`config.mk`:
```
export PLATFORM = sky130hd
export DESIGN_NAME = writeback_stage
export DESIGN_NICKNAME = d
export VERILOG_FILES = /design/src/rtl/writeback_stage_pkg.sv /design/src/rtl/writeback_stage_load_timer.sv /design/src/rtl/writeback_stage.sv
export SDC_FILE = /design/constraint.sdc
export NUM_CORES = 1
export LEC_CHECK = 0
export CORE_ASPECT_RATIO = 0.9
export CORE_MARGIN = 1.5
export CORE_UTILIZATION = 40
export DETAILED_ROUTE_END_ITERATION = 8
export HOLD_SLACK_MARGIN = 0.15
export PLACE_DENSITY_LB_ADDON = 0.08
export SLEW_MARGIN = 20
export SYNTH_ARGS = -nofsm -noshare
export SYNTH_HDL_FRONTEND = slang
export SYNTH_HIERARCHICAL = 1
export SYNTH_SLANG_ARGS = --single-unit
```
`constraint.sdc`:
```
create_clock -name Clk -period 3.85 [get_ports Clk]
set_clock_uncertainty 0.2 [all_clocks]
set_input_delay 0.77 -clock Clk [delete_from_list [all_inputs] [get_ports Clk]]
set_output_delay 0.77 -clock Clk [all_outputs]
set_load 0.005 [all_outputs]
```
`src/rtl/writeback_stage_pkg.sv`:
```
// Shared types and constants for the writeback stage.
// Bus layout: {wb strobe, data, register address}.
package writeback_stage_pkg;

  localparam int DEF_DATA_W       = 16;
  localparam int DEF_ADDR_W       = 3;
  localparam int DEF_LOAD_TIMEOUT = 15;

  localparam int WB_BIT   = 19;
  localparam int DATA_MSB = 18;
  localparam int DATA_LSB = 3;
  localparam int ADDR_MSB = 2;
  localparam int ADDR_LSB = 0;

  typedef enum logic {
    S_IDLE = 1'b0,
    S_WAIT = 1'b1
  } state_t;

endpackage

```
`src/rtl/writeback_stage_load_timer.sv`:
```
// Load wait timer: cleared counter with enable.
// Ports: Clk, Rst (sync, active-low), clear, enable, tc (count == TIMEOUT-1).
module wb_load_timer #(
  parameter int TIMEOUT = 15
) (
  input  logic Clk,
  input  logic Rst,
  input  logic clear,
  input  logic enable,
  output logic tc
);

  localparam int CW = (TIMEOUT > 1) ? $clog2(TIMEOUT) : 1;

  logic [CW-1:0] count;

  always_ff @(posedge Clk) begin
    if (!Rst) begin
      count <= '0;
    end else if (clear) begin
      count <= '0;
    end else if (enable) begin
      count <= count + 1'b1;
    end
  end

  assign tc = (count == CW'(TIMEOUT - 1));

endmodule

```
`src/rtl/writeback_stage.sv`:
```
// Final pipeline stage: selects ALU or load data and drives the writeback bus.
// Ports: Clk/Rst, in_* handshake + fields, mem_rdata(_valid), writeback, pending_*, load_err, retired_count.
module writeback_stage
  import writeback_stage_pkg::*;
#(
  parameter int DATA_W       = DEF_DATA_W,
  parameter int ADDR_W       = DEF_ADDR_W,
  parameter int LOAD_TIMEOUT = DEF_LOAD_TIMEOUT
) (
  input  logic                     Clk,
  input  logic                     Rst,
  input  logic                     in_valid,
  output logic                     in_ready,
  input  logic                     in_wb_en,
  input  logic                     in_mem_to_reg,
  input  logic [ADDR_W-1:0]        in_rdst,
  input  logic [DATA_W-1:0]        in_alu_result,
  input  logic [DATA_W-1:0]        mem_rdata,
  input  logic                     mem_rdata_valid,
  output logic [DATA_W+ADDR_W:0]   writeback,
  output logic                     pending_valid,
  output logic [ADDR_W-1:0]        pending_rdst,
  output logic                     load_err,
  output logic [15:0]              retired_count
);

  localparam int WB_W = DATA_W + ADDR_W + 1;

  state_t            state;
  state_t            state_n;
  logic [WB_W-1:0]   wb_q;
  logic [WB_W-1:0]   wb_n;
  logic [ADDR_W-1:0] rdst_q;
  logic [ADDR_W-1:0] rdst_n;
  logic              err_q;
  logic              err_n;
  logic [15:0]       retired_q;
  logic              retire;
  logic              t_clear;
  logic              t_en;
  logic              t_tc;
  logic              accept;
  logic [DATA_W-1:0] sel_data;

  assign in_ready = (state == S_IDLE);
  assign accept   = in_valid & in_ready;
  assign sel_data = in_mem_to_reg ? mem_rdata : in_alu_result;

  wb_load_timer #(
    .TIMEOUT (LOAD_TIMEOUT)
  ) u_timer (
    .Clk    (Clk),
    .Rst    (Rst),
    .clear  (t_clear),
    .enable (t_en),
    .tc     (t_tc)
  );

  always_comb begin
    state_n = state;
    // strobe drops by default; payload holds the last value
    wb_n    = {1'b0, wb_q[WB_W-2:0]};
    rdst_n  = rdst_q;
    err_n   = 1'b0;
    retire  = 1'b0;
    t_clear = 1'b0;
    t_en    = 1'b0;
    unique case (state)
      S_IDLE: begin
        t_clear = 1'b1;
        if (accept) begin
          if (in_mem_to_reg & in_wb_en & ~mem_rdata_valid) begin
            state_n = S_WAIT;
            rdst_n  = in_rdst;
          end else begin
            wb_n   = {in_wb_en, sel_data, in_rdst};
            retire = 1'b1;
          end
        end
      end
      S_WAIT: begin
        if (mem_rdata_valid) begin
          wb_n    = {1'b1, mem_rdata, rdst_q};
          retire  = 1'b1;
          state_n = S_IDLE;
        end else if (t_tc) begin
          err_n   = 1'b1;
          retire  = 1'b1;
          state_n = S_IDLE;
        end else begin
          t_en = 1'b1;
        end
      end
    endcase
  end

  always_ff @(posedge Clk) begin
    if (!Rst) begin
      state     <= S_IDLE;
      wb_q      <= '0;
      rdst_q    <= '0;
      err_q     <= 1'b0;
      retired_q <= '0;
    end else begin
      state  <= state_n;
      wb_q   <= wb_n;
      rdst_q <= rdst_n;
      err_q  <= err_n;
      if (retire) begin
        retired_q <= retired_q + 16'd1;
      end
    end
  end

  assign writeback     = wb_q;
  assign load_err      = err_q;
  assign retired_count = retired_q;
  assign pending_valid = (state == S_WAIT);
  assign pending_rdst  = (state == S_WAIT) ? rdst_q : '0;

endmodule
```
-- Yosys cells after proc, flatten, opt, wreduce, memory -nomap -nowiden
Index checks and enable logic that the tools add are counted.
- bits in registers: 45
- output and inout port bits: 42
- $add $sub $neg: 2
- equality and inequality tests: 4
- mux-type cells: 17
- bitwise operators: 6
- reduce and logical (&&, ||, !) cells: 4
- operators with widths (cell ; count):
    20-bit two-way mux ; 3
    20-bit one-hot mux with 2 select lines ; 1
    16-bit by 1-bit adder with 16-bit output, second input constant ; 1
    16-bit two-way mux ; 1
    1-bit two-way mux ; 9
    3-bit AND reduction ; 2
    4-bit by 1-bit adder with 4-bit output, second input constant ; 1
    4-bit == test, second input constant ; 1
    2-bit != test, second input constant ; 2
    1-bit one-hot mux with 2 select lines ; 2
    1-bit bitwise AND ; 3
    3-bit two-way mux ; 1
    1-bit inverter ; 3
    3-bit OR reduction ; 1
    2-bit by 1-bit != test with 1-bit output, second input constant ; 1
    2-bit AND reduction ; 1

-- Logic depth before layout (Yosys ltp)
- depth after elaboration: 5
- mapped depth: 9
- gate-level depth less buffers: 7

-- By module
The synthesis kept the hierarchy.
- modules (own cells, without submodules) (module ; instances ; cells each ; area an instance (um2) ; sequential area each (um2)):
    writeback_stage ; 1 ; 193 ; 1816.7 ; 820.8
    wb_load_timer ; 1 ; 20 ; 200.2 ; 80.1

-- Worst setup path before layout
Ideal clock, no wire load.
- path type: input to register
- start point: input mem_rdata_valid
- end point: register retired_q[15], in the netlist retired_count[15]
- setup time: 0.072 ns
- arrival time: 1.980 ns
- path slack: 1.599 ns
- stages on the path: 6
- cells stage by stage: nor3b_2 -> or3_1 -> buf_2 -> buf_6 -> nor4_1 -> mux2i_1
- word-level cells in the longest chain between the ends: 5
- elaborated cells on any way between the ends: 6
- those cells by class: mux: 4; bitwise: 2
- RTL lines (item ; RTL line ; source):
    start, declared ; writeback_stage.sv:19 ; input logic mem_rdata_valid,
    1-bit inverter ; writeback_stage.sv:72 ; if (in_mem_to_reg & in_wb_en & ~mem_rdata_valid) begin
    1-bit bitwise AND ; writeback_stage.sv:72 ;
    1-bit two-way mux ; writeback_stage.sv:72 ;
    1-bit two-way mux ; writeback_stage.sv:71 ; if (accept) begin
    1-bit one-hot mux with 2 select lines * ; writeback_stage.sv:68 ; unique case (state)
    end signal, assigned ; writeback_stage.sv:110 ; retired_q <= retired_q + 16'd1;
    end, declared ; writeback_stage.sv:37 ; logic [15:0] retired_q;
Every way passes the cells marked *; elsewhere a longest branch is shown, timed or not.
A chain may end at the register's enable or synchronous reset.

-- Worst setup path after layout
- start point: input mem_rdata_valid
- end point: register retired_q[11], in the netlist retired_count[11]
The elaborated chain is that of the path after synthesis.

==> summary.md <==
| Metric | Value |
|---|---|
| Final setup vio count | 0 |
| Top post-synthesis cells by area | dfxtp_1, a22o_1, a21o_1, a21oi_1, mux2i_1 |
| GRT Overall Usage | 0.179 |
| Drt initial violations | 82 |
| Die ar. | 0.00548 sq mm |
| Static Leak | about 1.2 nW |
| Leading cell type in the layout, fill and taps excluded | clkdlybuf4s50_1 |
| Clk pin slew, worst setup/hold paths | 0.08 ns |
| Post-cts sizing count | 0 |
| Worst-skew pair later-pin latency | 0.29 ns |
| Sequential element share of the synthesized area | 0.447 |
| Status | finished clean |
| Number of diodes | 0 |
| Post-Syn Instances | around 210 |
| Yosys reg bits | between 40 and 50 |
| Post-synthesis mux area share | 0.0347 |
| Post-CTS Setup Bufs | 0 |
| Num rows | 24 |
| Port bufs | 82 |
| First-pass DRT Iterations | 4 |
| Die W | approximately 78 um |
| Worst r2r src | u_timer/count[1] |
| Highest-delay cell along the critical path | or3_1 |
| Netlist Area Pre-Place | 0.00202 sq mm |
| Congestion Overflow GR | 0 |
| Synth async-reset ratio | 0 |
| FMAX | around 360 MHz |
| DR vias | 1,876 |
| Most frequent cells in the layout | clkdlybuf4s50_1, dfxtp_1, a22o_1, a21o_1, a21oi_1 |
| Post-synth net total | 257 |
| Global-route wire length before repair | just under 8000 um |
| Reg2reg end | retired_count[11] |
| Worst reg-to-reg path cell count | 6 |
| Vias/cell | about 5.3 |
| Post-synthesis adder-cell area fraction | 0.0186 |
| Drt drc | 0 |
| Final nets | 335 |
| Post-synth EDFFs | 0 |
| Max-cap violation count | 0 |
| Top FF cell, synth | dfxtp_1 |
| Worst path cell trace | clkdlybuf4s50_1, nor3b_2, or3_1, or4_1, a21oi_1 |
| Initial core utilization | 0.417 |
| Slew headroom | 0.315 |
| Cells after DPL | 349 |
| Worst-Margin Slew | between 1 and 1.5 ns |
| Netlist cell types | 45 |
| CTS sink count | 45 |
| Share of cells above drive strength 1 | 0.0653 |
| Io pins | 83 |
| WS Path Type | in2reg |
| Tcrit/Tclk final | 0.716 |
| Worst path required time | about 3.9 ns |
| Die height | roughly 70 um |
| Drt wl/cell | between 10 and 15 um |
| Final estimated routing congestion in global placement | ~0.79 |
| Top-area cell type share of the netlist area | 0.447 |
| Clock Tree Buf Depth | 2 |
| Final min period | between 2 and 3 ns |
| CP max stage delay | a little over 0.6 ns |
| Worst EP arrival | about 2.8 ns |
| Post-DRT Antenna Nets | 0 |
| Final HPWL DP | around 3500 um |
| CP max FO | 16 |
| XOR/XNOR share of the synthesized area | 0.00868 |
| Initial antenna violation count | 0 |
| Compound-Gate Fraction of Synth Area | 0.241 |
| Core area | roughly 0.0048 sq mm |
| Fin. Hold Viols | 0 |
| Critical path endpoint category | flop |
| Synth area leader | dfxtp_1 |
| Main combinational cell family by area after synthesis | compound AO/OA/AOI/OAI gates |
| Synth-to-Final Area Change | 47.6% |
| RSZ-0062 raised after global routing | false |
| Simple-Gate Fraction of Synth Area | 0.199 |
| Filler cells | between 400 and 500 |
| Hold Buf Count CTS | 0 |
| Mean Syn Cell Area | ~9.5 sq um |
| Hold EP | writeback[4] |
| Vias in the first global route | about 1,700 |
| Crit path launch type | input port |
| Largest net degree at the start of global routing | 17 |
| Cell Pwr Density | roughly 330 mW/mm^2 |
| Htree depth | 2 |
| Layout Cells excl Fill | ~360 |
| Total clock buffers created by CTS | 5 |
| Yosys Warn Count | 6 |
| Hold WC Path Type | reg2reg |
| Max VDD drop | about 230 uV |
| Detailed Route WL | between 4000 and 5000 um |
| CTS Root Cell | clkbuf_8 |
| Worst Hold Depth | 1 |
| Hold Crit Start | writeback[4] |
| Final setup TNS | 0 ns |
| Reg2Reg Setup Slack | approximately 1.4 ns |
| CTS tree | built |
| Final Max Slew Viols | 0 |
## layer usage
metal,track usage,share of wire,vias up
li1,-,-,939
met1,0.241,0.48,873
met2,0.276,0.45,58
met3,0.0444,0.062,6
met4,0.0606,0.013,0
met5,0,0,-
## cell families after synthesis
kind of cell | count (synthesis)
xor+xnor | 2
simple gates | 69
flops | 45
compound gates | 68
buf+inv | 19
mux | 7
fa+ha+maj | 3
## Yosys cell counts (4+ instances only)
master and count:
nand3_1 4, o31ai_1 4, nand2b_1 4, nor2_1 12
o21ai_0 5, a22o_1 16, a21oi_1 15, buf_2 6
or3_1 5, mux2i_1 7, nand2_1 11, inv_1 6
or4_1 4, nor3_1 5, dfxtp_1 45, a21o_1 16
nand4_1 4
## where the power goes
part	internal (mW)	leakage, nW	switching, mW	total, mW
Combinational	0.0906	0.743	0.0509	0.141
Sequential	0.484	0.367	0.0115	0.496
Clock	0.189	0.0540	0.155	0.344
Total	0.763	1.16	0.218	0.981
## worst max-delay path, delay by kind of cell
kind / cells / cell delay (ns)
simple gates: 3 / 1.32
compound gates: 1 / 0.15
buf+inv: 1 / 0.56
## layout make-up
| class | instances | area, sq um | area share |
|---|---|---|---|
| clock inverter | 2 | 35.0 | 0.0118 |
| clock buffer | 5 | 68.8 | 0.0231 |
| inverter | 6 | 22.5 | 0.00757 |
| tap | 65 | 81.3 | 0.0273 |
| timing repair buffer | 84 | 836 | 0.281 |
| sequential | 45 | 901 | 0.303 |
| multi-input combinational | 149 | 1030 | 0.347 |
## registers in the layout, summed over array words and instances, names as in the netlist
register	count
u_timer/count	4
pending_valid	1
writeback	20
load_err	1
rdst_q	3
retired_count	16
## worst max path at each step
stage / startpoint / to / slack [ns] / cells past startpoint
final: mem_rdata_valid / retired_count[11] / 1.09 / 5
after global routing: mem_rdata_valid / retired_count[13] / 0.97 / 5
after CTS: mem_rdata_valid / retired_count[5] / 1.11 / 5
after detailed placement: mem_rdata_valid / retired_count[11] / 0.79 / 5
after global placement: mem_rdata_valid / retired_count[13] / 0.85 / 5
after floorplan: mem_rdata_valid / retired_count[15] / 1.60 / 6
## metrics by stage
step	utilization	setup WS (ns)	area (sq um)	total power [mW]	hold WS (ns)
global placement	0.593	0.850	2870	0.646	0.231
detailed placement	0.593	0.792	2870	0.648	0.238
global route	0.616	0.970	2980	1.02	0.276
CTS	0.614	1.11	2970	0.991	0.258
finish	0.616	1.09	2980	0.981	0.255
floorplan	-	1.60	2020	0.559	0.250
Note: power is estimated with default switching activity, not from simulation.
==> variant, RTL diff (same settings) <==
Reset style: asynchronous (`Rst`), changed in 2 clocked blocks.
--- a/src/rtl/writeback_stage_load_timer.sv
+++ b/src/rtl/writeback_stage_load_timer.sv
@@ -16,3 +16,3 @@
 
-  always_ff @(posedge Clk) begin
+  always_ff @(posedge Clk or negedge Rst) begin
     if (!Rst) begin
--- a/src/rtl/writeback_stage.sv
+++ b/src/rtl/writeback_stage.sv
@@ -96,3 +96,3 @@
 
-  always_ff @(posedge Clk) begin
+  always_ff @(posedge Clk or negedge Rst) begin
     if (!Rst) begin
Function: differs if Rst is asserted again (counterexample within 4 cycles, from zero or initial values and one cycle with Rst low); with Rst held inactive, the same outputs for 10 cycles.
==> variant against the unedited design <==
Cell count down 8.7%; area after synthesis up 1.2%; routed wire length up 0.95%; final area up 0.17%; via count down 11%; sequential cell count unchanged; worst setup slack better by 0.13 ns; largest cell class is now sequential cells.
Power is not compared: it rests on default switching activity, and its combinational part moved more than twofold at a synthesized area within 25%.
==> variant: results (changes against the unedited design) <==
stage,metric,value,unit,change
run_status,status,"complete, no violations",,
finish,antenna_cells,0,,unchanged
placed_design,pre_cts_ws,0.851,ns,+0.0586 ns
finish,nets,305,,-9.0%
setup_path,cp-endpoint,in_ready,,
global_routing,grt_pass1_wl,8020,microns,+2.9%
synthesis,yosysSeqAreaShare,55.1,%,+10 points
power_and_ir_drop,p_leak,1.31,nW,
sta,hold_ws,0.263,ns,+0.00840 ns
finish,drive_gt1_share,5.38,%,-1.1 points
synthesis,synth_cell_types,34,,-24%
setup_path,max_stage_delay,0.56,ns,-0.05 ns
setup_path,crit_fanout,14,,-2
placed_design,dp_cells,319,,-8.6%
global_routing,met3_usage,4.77,%,+0.33 points
sta,period_minus_slack,2.63,ns,-0.133 ns
setup_path,reg2reg_depth,4,,-2
setup_path,reg2reg_slack,1.79,ns,+0.38 ns
finish,fillCellCount,433,,-0.23%
detailed_routing,drt_iter0_markers,156,,+90%
global_routing,use_met1,26.3,%,+2.2 points
global_routing,grt_pass1_vias,1598,,-3.9%
setup_path,critical_path_class,reg2out,,
synthesis,postSynth.asyncResetShare,100,%,+100 points
placed_design,postPlaceCellArea,0.00290,sq mm,+1.3%
synthesis,ys_top_cells_by_count,"dfrtp_1 (45), inv_1 (18), a222oi_1 (16)",,
global_routing,met2_usage,27.5,%,-0.097 points
min_path,hp-class,in2async,,
sta,relSlewSlack,39.5,%,+8.0 points
setup_path,r2r-end,writeback[10],,
detailed_routing,wirelength,4880,microns,+0.95%
placed_design,dp_hpwl,3270,microns,-6.9%
setup_path,crit_slowest_cell,clkdlybuf4s50_1,,
synthesis,syn_avg_cell_area,11.5,sq um,+21%
synthesis,synth_nets,222,,-14%
detailed_routing,post_drt_via_cell_ratio,5.14,,-2.5%
finish,final_cells,325,,-8.7%
setup_path,r2r-start,pending_valid,,
detailed_routing,first_pass_iters,6,,+2
global_routing,grtUsageTotal,18.7,%,+0.84 points
synthesis,ys_top_cells_by_area,"dfrtp_1 (55%), a222oi_1 (7.8%), xnor2_1 (6.4%), inv_1 (3.3%), nand2_1 (2.4%)",,
synthesis,synth_ff_type,dfrtp_1,,
-- variant: cell types whose count changed in the layout (fill, tap and decap cells not counted), sizes merged, moves of 12 or more --
cell,delta
dfrtp,+45
a21oi,-12
dfxtp,-45
a222oi,+16
a22o,-15
a21o,-16
xnor2,+14
inv,+12
-- variant: power breakdown --
part / internal, mW / switching [mW]
clock network: 0.120 / 0.152
logic: 0.217 / 0.123
registers: 0.548 / 0.0787
total: 0.884 / 0.353
-- variant: cell type report --
class | instances | area (sq um) | area share [%]
Clock inverter | 1 | 5.00 | 0.168
Tap cell | 65 | 81.3 | 2.73
Clock buffer | 5 | 68.8 | 2.31
Timing Repair Buffer | 83 | 826 | 27.7
Inverter | 18 | 67.6 | 2.27
Sequential cell | 45 | 1130 | 37.8
Multi-Input combinational cell | 108 | 807 | 27.1
-- variant: worst min path at each step --
stage / startpoint / cells past startpoint / endpoint
final: Rst / 1 / writeback[17]
after global routing: Rst / 1 / writeback[17]
after CTS: retired_count[15] / 1 / retired_count[15]
after detailed placement: writeback[0] / 2 / writeback[0]
after global placement: retired_count[15] / 1 / retired_count[15]
after floorplan: writeback[0] / 2 / writeback[0]
-- variant: layer usage --
layer  vias up  routed length [microns]  part of all wire (%)
li1        813                        -                     -
met2        59                     2150                    44
met5         -                        0                     0
met3        11                      282                   5.8
met4         0                      113                   2.3
met1       786                     2340                    48
-- variant: cells by family after synthesis --
logic type | Yosys count | synth area share [%]
and+or+nand+nor | 56 | 14.8
adders and majority gates | 3 | 1.84
xor gates and xnor gates | 16 | 6.86
AOI/OAI and AO/OA | 28 | 12.9
muxes | 5 | 2.94
buffers and inverters | 25 | 5.45
DFF | 45 | 55.1
-- variant: worst max-delay path, delay by kind of cell, from the launching register on --
family,cells,cell delay [ns]
buffers and inverters,2,0.84
flip-flops,1,0.52
